$ cat src/rtl/gv_game_pkg.sv
// Shared game definitions used by the score sequencer, high-score and display logic.
//   mode_t  : game state encoding driven onto the mode bus
//   SCORE_W : width of the per-song score
package gv_game_pkg;
  localparam int SCORE_W = 4;

  typedef enum logic [2:0] {
    IDLE      = 3'b000,
    COUNTDOWN = 3'b001,
    PLAY      = 3'b010,
    PAUSE     = 3'b011,
    FINISH    = 3'b101
  } mode_t;
endpackage

$ cat src/rtl/countdown_timer.sv
// Loadable down-counter with a zero flag; also intended for note spawn timing.
//   clk, n_rst : clock, async active-low reset
//   load       : load the counter with load_val (has priority over en)
//   en         : decrement by one per cycle, stopping at zero
//   load_val   : value loaded on load
//   zero       : counter currently reads zero
module countdown_timer #(
  parameter int W = 26
) (
  input  logic         clk,
  input  logic         n_rst,
  input  logic         load,
  input  logic         en,
  input  logic [W-1:0] load_val,
  output logic         zero
);
  logic [W-1:0] cnt;

  always_ff @(posedge clk or negedge n_rst) begin
    if (!n_rst)                 cnt <= '0;
    else if (load)              cnt <= load_val;
    else if (en && cnt != '0)   cnt <= cnt - W'(1);
  end

  assign zero = (cnt == '0);
endmodule

$ cat src/rtl/score_sequencer.sv
// Game flow sequencer: IDLE -> COUNTDOWN -> PLAY (-> PAUSE) -> FINISH -> IDLE.
// Counts hits (saturating score), misses and remaining notes, and pulses
// commit on the cycle the final score first appears with mode FINISH.
// Build option: define SCORE_SEQ_PAUSE_EN to include the PAUSE state.
//   clk, n_rst                 : clock, async active-low reset
//   start, pause               : one-cycle control pulses
//   hit, miss, note_done       : one-cycle gameplay pulses (used only in PLAY)
//   mode                       : registered game state encoding
//   score                      : registered song score
//   commit                     : registered one-cycle "score is final" pulse
module score_sequencer
  import gv_game_pkg::*;
#(
  parameter int unsigned COUNTDOWN_CYCLES = 36_000_000,
  parameter int unsigned SONG_NOTES       = 16,
  parameter int unsigned MAX_MISS         = 4
) (
  input  logic               clk,
  input  logic               n_rst,
  input  logic               start,
  input  logic               pause,
  input  logic               hit,
  input  logic               miss,
  input  logic               note_done,
  output logic [2:0]         mode,
  output logic [SCORE_W-1:0] score,
  output logic               commit
);
  localparam int CD_W = (COUNTDOWN_CYCLES > 1) ? $clog2(COUNTDOWN_CYCLES) : 1;
  localparam logic [SCORE_W-1:0] SCORE_MAX = '1;

  mode_t              state, state_n;
  logic [SCORE_W-1:0] score_n;
  logic [3:0]         miss_cnt, miss_n;
  logic [7:0]         notes_left, notes_n;
  logic               commit_n;
  logic               cd_load, cd_zero;

`ifndef SCORE_SEQ_PAUSE_EN
  logic unused_pause;
  assign unused_pause = pause;
`endif

  countdown_timer #(.W(CD_W)) u_cd (
    .clk      (clk),
    .n_rst    (n_rst),
    .load     (cd_load),
    .en       (state == COUNTDOWN),
    .load_val (CD_W'(COUNTDOWN_CYCLES - 1)),
    .zero     (cd_zero)
  );

  always_ff @(posedge clk or negedge n_rst) begin
    if (!n_rst) begin
      state      <= IDLE;
      score      <= '0;
      miss_cnt   <= '0;
      notes_left <= '0;
      commit     <= 1'b0;
    end else begin
      state      <= state_n;
      score      <= score_n;
      miss_cnt   <= miss_n;
      notes_left <= notes_n;
      commit     <= commit_n;
    end
  end

  always_comb begin
    state_n = state;
    score_n = score;
    miss_n  = miss_cnt;
    notes_n = notes_left;
    cd_load = 1'b0;
    case (state)
      IDLE: begin
        score_n = '0;
        if (start) begin
          state_n = COUNTDOWN;
          cd_load = 1'b1;
        end
      end
      COUNTDOWN: begin
        if (cd_zero) begin
          state_n = PLAY;
          notes_n = 8'(SONG_NOTES);
          miss_n  = '0;
          score_n = '0;
        end
      end
      PLAY: begin
        // hit wins over a simultaneous miss; the miss is dropped entirely
        if (hit) begin
          if (score != SCORE_MAX) score_n = score + SCORE_W'(1);
        end else if (miss) begin
          miss_n = miss_cnt + 4'd1;
        end
        if (note_done) notes_n = notes_left - 8'd1;
        // finishing takes priority over a coincident pause
        if ((note_done && notes_left == 8'd1) ||
            (!hit && miss && miss_n == 4'(MAX_MISS)))
          state_n = FINISH;
`ifdef SCORE_SEQ_PAUSE_EN
        else if (pause)
          state_n = PAUSE;
`endif
      end
`ifdef SCORE_SEQ_PAUSE_EN
      PAUSE: begin
        if (pause) state_n = PLAY;
      end
`endif
      FINISH: begin
        if (start) begin
          state_n = IDLE;
          score_n = '0;
        end
      end
      default: state_n = IDLE;
    endcase
    commit_n = (state_n == FINISH) && (state != FINISH);
  end

  assign mode = state;
endmodule

$ cat config.mk
export PLATFORM = sky130hd
export DESIGN_NAME = score_sequencer
export DESIGN_NICKNAME = d
export VERILOG_FILES = /design/src/rtl/gv_game_pkg.sv /design/src/rtl/countdown_timer.sv /design/src/rtl/score_sequencer.sv
export SDC_FILE = /design/constraint.sdc
export NUM_CORES = 1
export LEC_CHECK = 0
export BUFFER_PORTS_ARGS = -buffer_cell sky130_fd_sc_hd__buf_2
export CAP_MARGIN = 15
export CELL_PAD_IN_SITES_DETAIL_PLACEMENT = 0
export CELL_PAD_IN_SITES_GLOBAL_PLACEMENT = 1
export CORE_MARGIN = 2
export CORE_UTILIZATION = 47
export DETAILED_ROUTE_END_ITERATION = 10
export PLACE_DENSITY_LB_ADDON = 0.1
export SLEW_MARGIN = 20
export SYNTH_ARGS = -nofsm -noshare
export SYNTH_HDL_FRONTEND = slang
export SYNTH_SLANG_ARGS = --single-unit
export TNS_END_PERCENT = 20
$ cat constraint.sdc
create_clock -name clk -period 2.93 [get_ports clk]
set_clock_uncertainty 0.2 [all_clocks]
set_input_delay 0.586 -clock clk [delete_from_list [all_inputs] [get_ports clk]]
set_output_delay 0.586 -clock clk [all_outputs]
set_load 0.01 [all_outputs]
==> results.tsv <==
stage	metric	value	unit
pwr	total_leakage_power	1.16	nW
yosys	synth_flop_cell	dfrtp_1	
yosys	number_of_synthesized_flops_with_an_enable_pin	0	
pwr	power_switching	346	uW
sta	final-max-slew-violation-count	0	
yosys	yosysUniqueCellTypes	39	
sta	worst_slew_pin_slew	0.979	ns
worst_setup_path	timing.critical_path.max_delay_family	simple AND/OR/NAND/NOR gates	
worst_setup_path	most_frequent_cp_cell	or4_4	
cells_and_area	post_route_cells_drive_above_1_share	13.1	%
grt	grt-ovfl-total	0	
cts	number_of_clock_buffers_inserted_by_tritoncts	5	
route	remaining_drc_errors	0	
pwr	cell_internal_pwr	930	uW
sta	setup-tns-final	0	ns
pwr	cellPowerDensity	457	nW/um^2
yosys	synthesized_netlist_cell_count	271	
route	drt_iter0_drc	122	
placed_design	place_inst	352	
cts	tritoncts	yes	
cts	number_of_hold_buffers_added_after_cts	0	
pwr	power_frac_seq	56.6	%
yosys	post_synthesis_net_count	284	
worst_setup_path	cp_data_arrival_time	2.84	ns
cts	cts.repair_timing.setup_buffer_count	0	
cts	cts.path.max_buffers	2	
pwr	combinational_power_share	12.2	%
worst_setup_path	crit_required	2.96	ns
yosys	yosys-top-cells-area	dfrtp_1 (46%), mux2i_1 (4.8%), nand2_1 (3.6%), a21oi_1 (3.0%), ha_1 (3.0%)	
worst_setup_path	crit_type	flop to flop	
pwr	clkPwrFrac	31.2	%
worst_hold_path	min-delay-path-class	input pin to async pin	
yosys	yosysSeqAreaShare	45.7	%
placed_design	dp_worst_setup_slack	0.137	ns
die	fp.dieArea	5960	um^2
worst_setup_path	critical_path.cell_chain	or4_4 > or4_4 > or4_4 > or4_1 > nand3_1	
grt	grt_antenna_before_repair	0	
worst_setup_path	crit_path_max_incr_delay	0.58	ns
sta	rsz0062_at_grt	no	
cells_and_area	nets	302	
die	fp.coreArea	5140	um^2
cts	cts.sink_count	46	
placed_design	buffer_ports.inserted	13	
worst_setup_path	cp_num_buf_inv	0	
cts	clock_pin_slew_reported_for_the_worst_setup_and_hold_paths_after_clock_tree_synthesis	0.08	ns
worst_setup_path	r2r.worst_path.cells	5	
sta	finalWorstSetupSlack	0.119	ns
pwr	finalPower	1.28	mW
route	vias	2035	
die	floorplan.die.height	77.2	um
job	max-cap-violations	0	
worst_setup_path	critical_path.startpoint_type	flop	
pwr	irDropWorstVdd	244	uV
die	initial_utilization	49.0	%
cells_and_area	fin_util	54.3	%
yosys	area_share_of_the_largest_cell_type_after_synthesis	45.7	%
worst_setup_path	slowest_stage	or4_4	
route	vias_per_cell	5.65	
yosys	synthDominantAreaCellType	dfrtp_1	
grt	grt_max_degree	47	
sta	max_slew_margin	34.8	%
cells_and_area	fin_cells	360	
sta	layout_min_cycle_time	2.81	ns
route	routed_wire_length_per_instance	14.0	um
placed_design	place_congestion	0.737	
yosys	mean_instance_size_in_the_synthesized_netlist	9.29	um^2
yosys	ys_seq_elements	46	
die	core.rowCount	26	
placed_design	detailed_place_hpwl	3520	um
worst_setup_path	critical_path_peak_fanout	5	
cts	postCtsResizedCells	0	
yosys	synth.most_common_cell	dfrtp_1	
route	pre_repair_dr_iteration_count	6	
grt	grt_pass1_vias	1892	
yosys	post_synth_instance_area	2520	um^2
sta	max_clock_freq	356	MHz
cells_and_area	num_antenna_cells	0	
cts	clk_latency	0.29	ns
worst_setup_path	worst-path-stages	5	
sta	min_period_over_period	95.9	%
route	drt.antenna.violating_nets	0	
yosys	postSynth.asyncResetShare	100	%
die	ioPinCount	15	
grt	grt.total_usage	18.7	%
outcome	outcome	finished, final reports clean	
pwr	sw_frac_of_total	27.1	%
yosys	leading_cell_types_by_count_after_synthesis	dfrtp_1 (46), nand2_1 (24), nor2_1 (20), a21oi_1 (15)	
cts	clk_root_buffer_cell	clkbuf_8	
grt	grt_first_pass_wirelength	9160	um
sta	final_report_hold_violation_count	0	
route	routed_wl	5040	um
die	die_width	77.2	um
yosys	yosysWarningCount	0	
cells_and_area	area.growth.synth_to_final	10.9	%
sta	setup_viol	0	
worst_setup_path	critPathCaptureType	flop	
cts	clock_tree.htree_level_count	2	
sequential cells by signal, summed over array words and instances, names as in the netlist:
signal / count
u_cd.cnt: 26
score: 4
notes_left: 8
miss_cnt: 4
mode: 3
commit: 1
metal layers:
metal | routed length, um | up-vias | GRT usage (%)
li1 | - | 1028 | -
met1 | 2680 | 980 | 28.1
met2 | 2190 | 25 | 28.0
met3 | 146 | 2 | 3.88
met4 | 21 | 0 | 3.75
met5 | 0 | - | 0
per-stage QoR:
stage	instance area [um^2]	hold slack (ns)
3_5_place_dp	2700	0.289
6_report	2790	0.178
3_3_place_gp	2700	0.281
5_1_grt	2790	0.240
2_1_floorplan	2520	0.0904
4_1_cts	2790	0.199
final cells by class:
cell class	instances	area [um^2]
Multi-Input combinational cell	201	1280
Sequential cell	46	1150
Clock buffer	7	86.3
Inverter	12	45.0
Clock inverter	1	5.00
Timing Repair Buffer	23	140
Tap cell	70	87.6
Fill cell	507	2350
logic make-up after synthesis:
family,count (synthesis),synth area share (%)
and+or+nand+nor,124,27.6
xor gates and xnor gates,10,3.48
muxes,12,4.77
adders and majority gates,6,2.98
AOI/OAI and AO/OA,49,11.9
buffers and inverters,24,3.58
DFF,46,45.7
power groups by stage:
| stage | registers [mW] | logic, mW | clock network [mW] |
|---|---|---|---|
| after floorplan | 0.725 | 0.110 | 0 |
| after global placement | 0.734 | 0.154 | 0 |
| after detailed placement | 0.735 | 0.158 | 0 |
| after CTS | 0.723 | 0.159 | 0.414 |
| after global routing | 0.732 | 0.185 | 0.443 |
| final | 0.723 | 0.155 | 0.398 |
path summary, 6_finish.rpt:
path	slack (ns)	startpoint	to
max	0.12	u_cd.cnt[14]	u_cd.cnt[25]
min	0.18	n_rst	u_cd.cnt[19]
max reg2reg	0.12	u_cd.cnt[14]	u_cd.cnt[25]
min reg2reg	0.30	u_cd.cnt[6]	u_cd.cnt[6]
max in group asynchronous	1.97	n_rst	u_cd.cnt[13]
min in group clk	0.30	u_cd.cnt[6]	u_cd.cnt[6]
cells in the final DEF, fill, tap and decap left out, types with 10 or more instances in the layout:
cell     instances
a21oi_1         15
buf_2           13
buf_4           10
dfrtp_1         46
inv_1           12
mux2i_1         12
nand2_1         24
nand3_1         12
nor2_1          20
nor3_1          12
nor4_1          10
o21ai_0         11
Power figures use the tool's default switching activity.
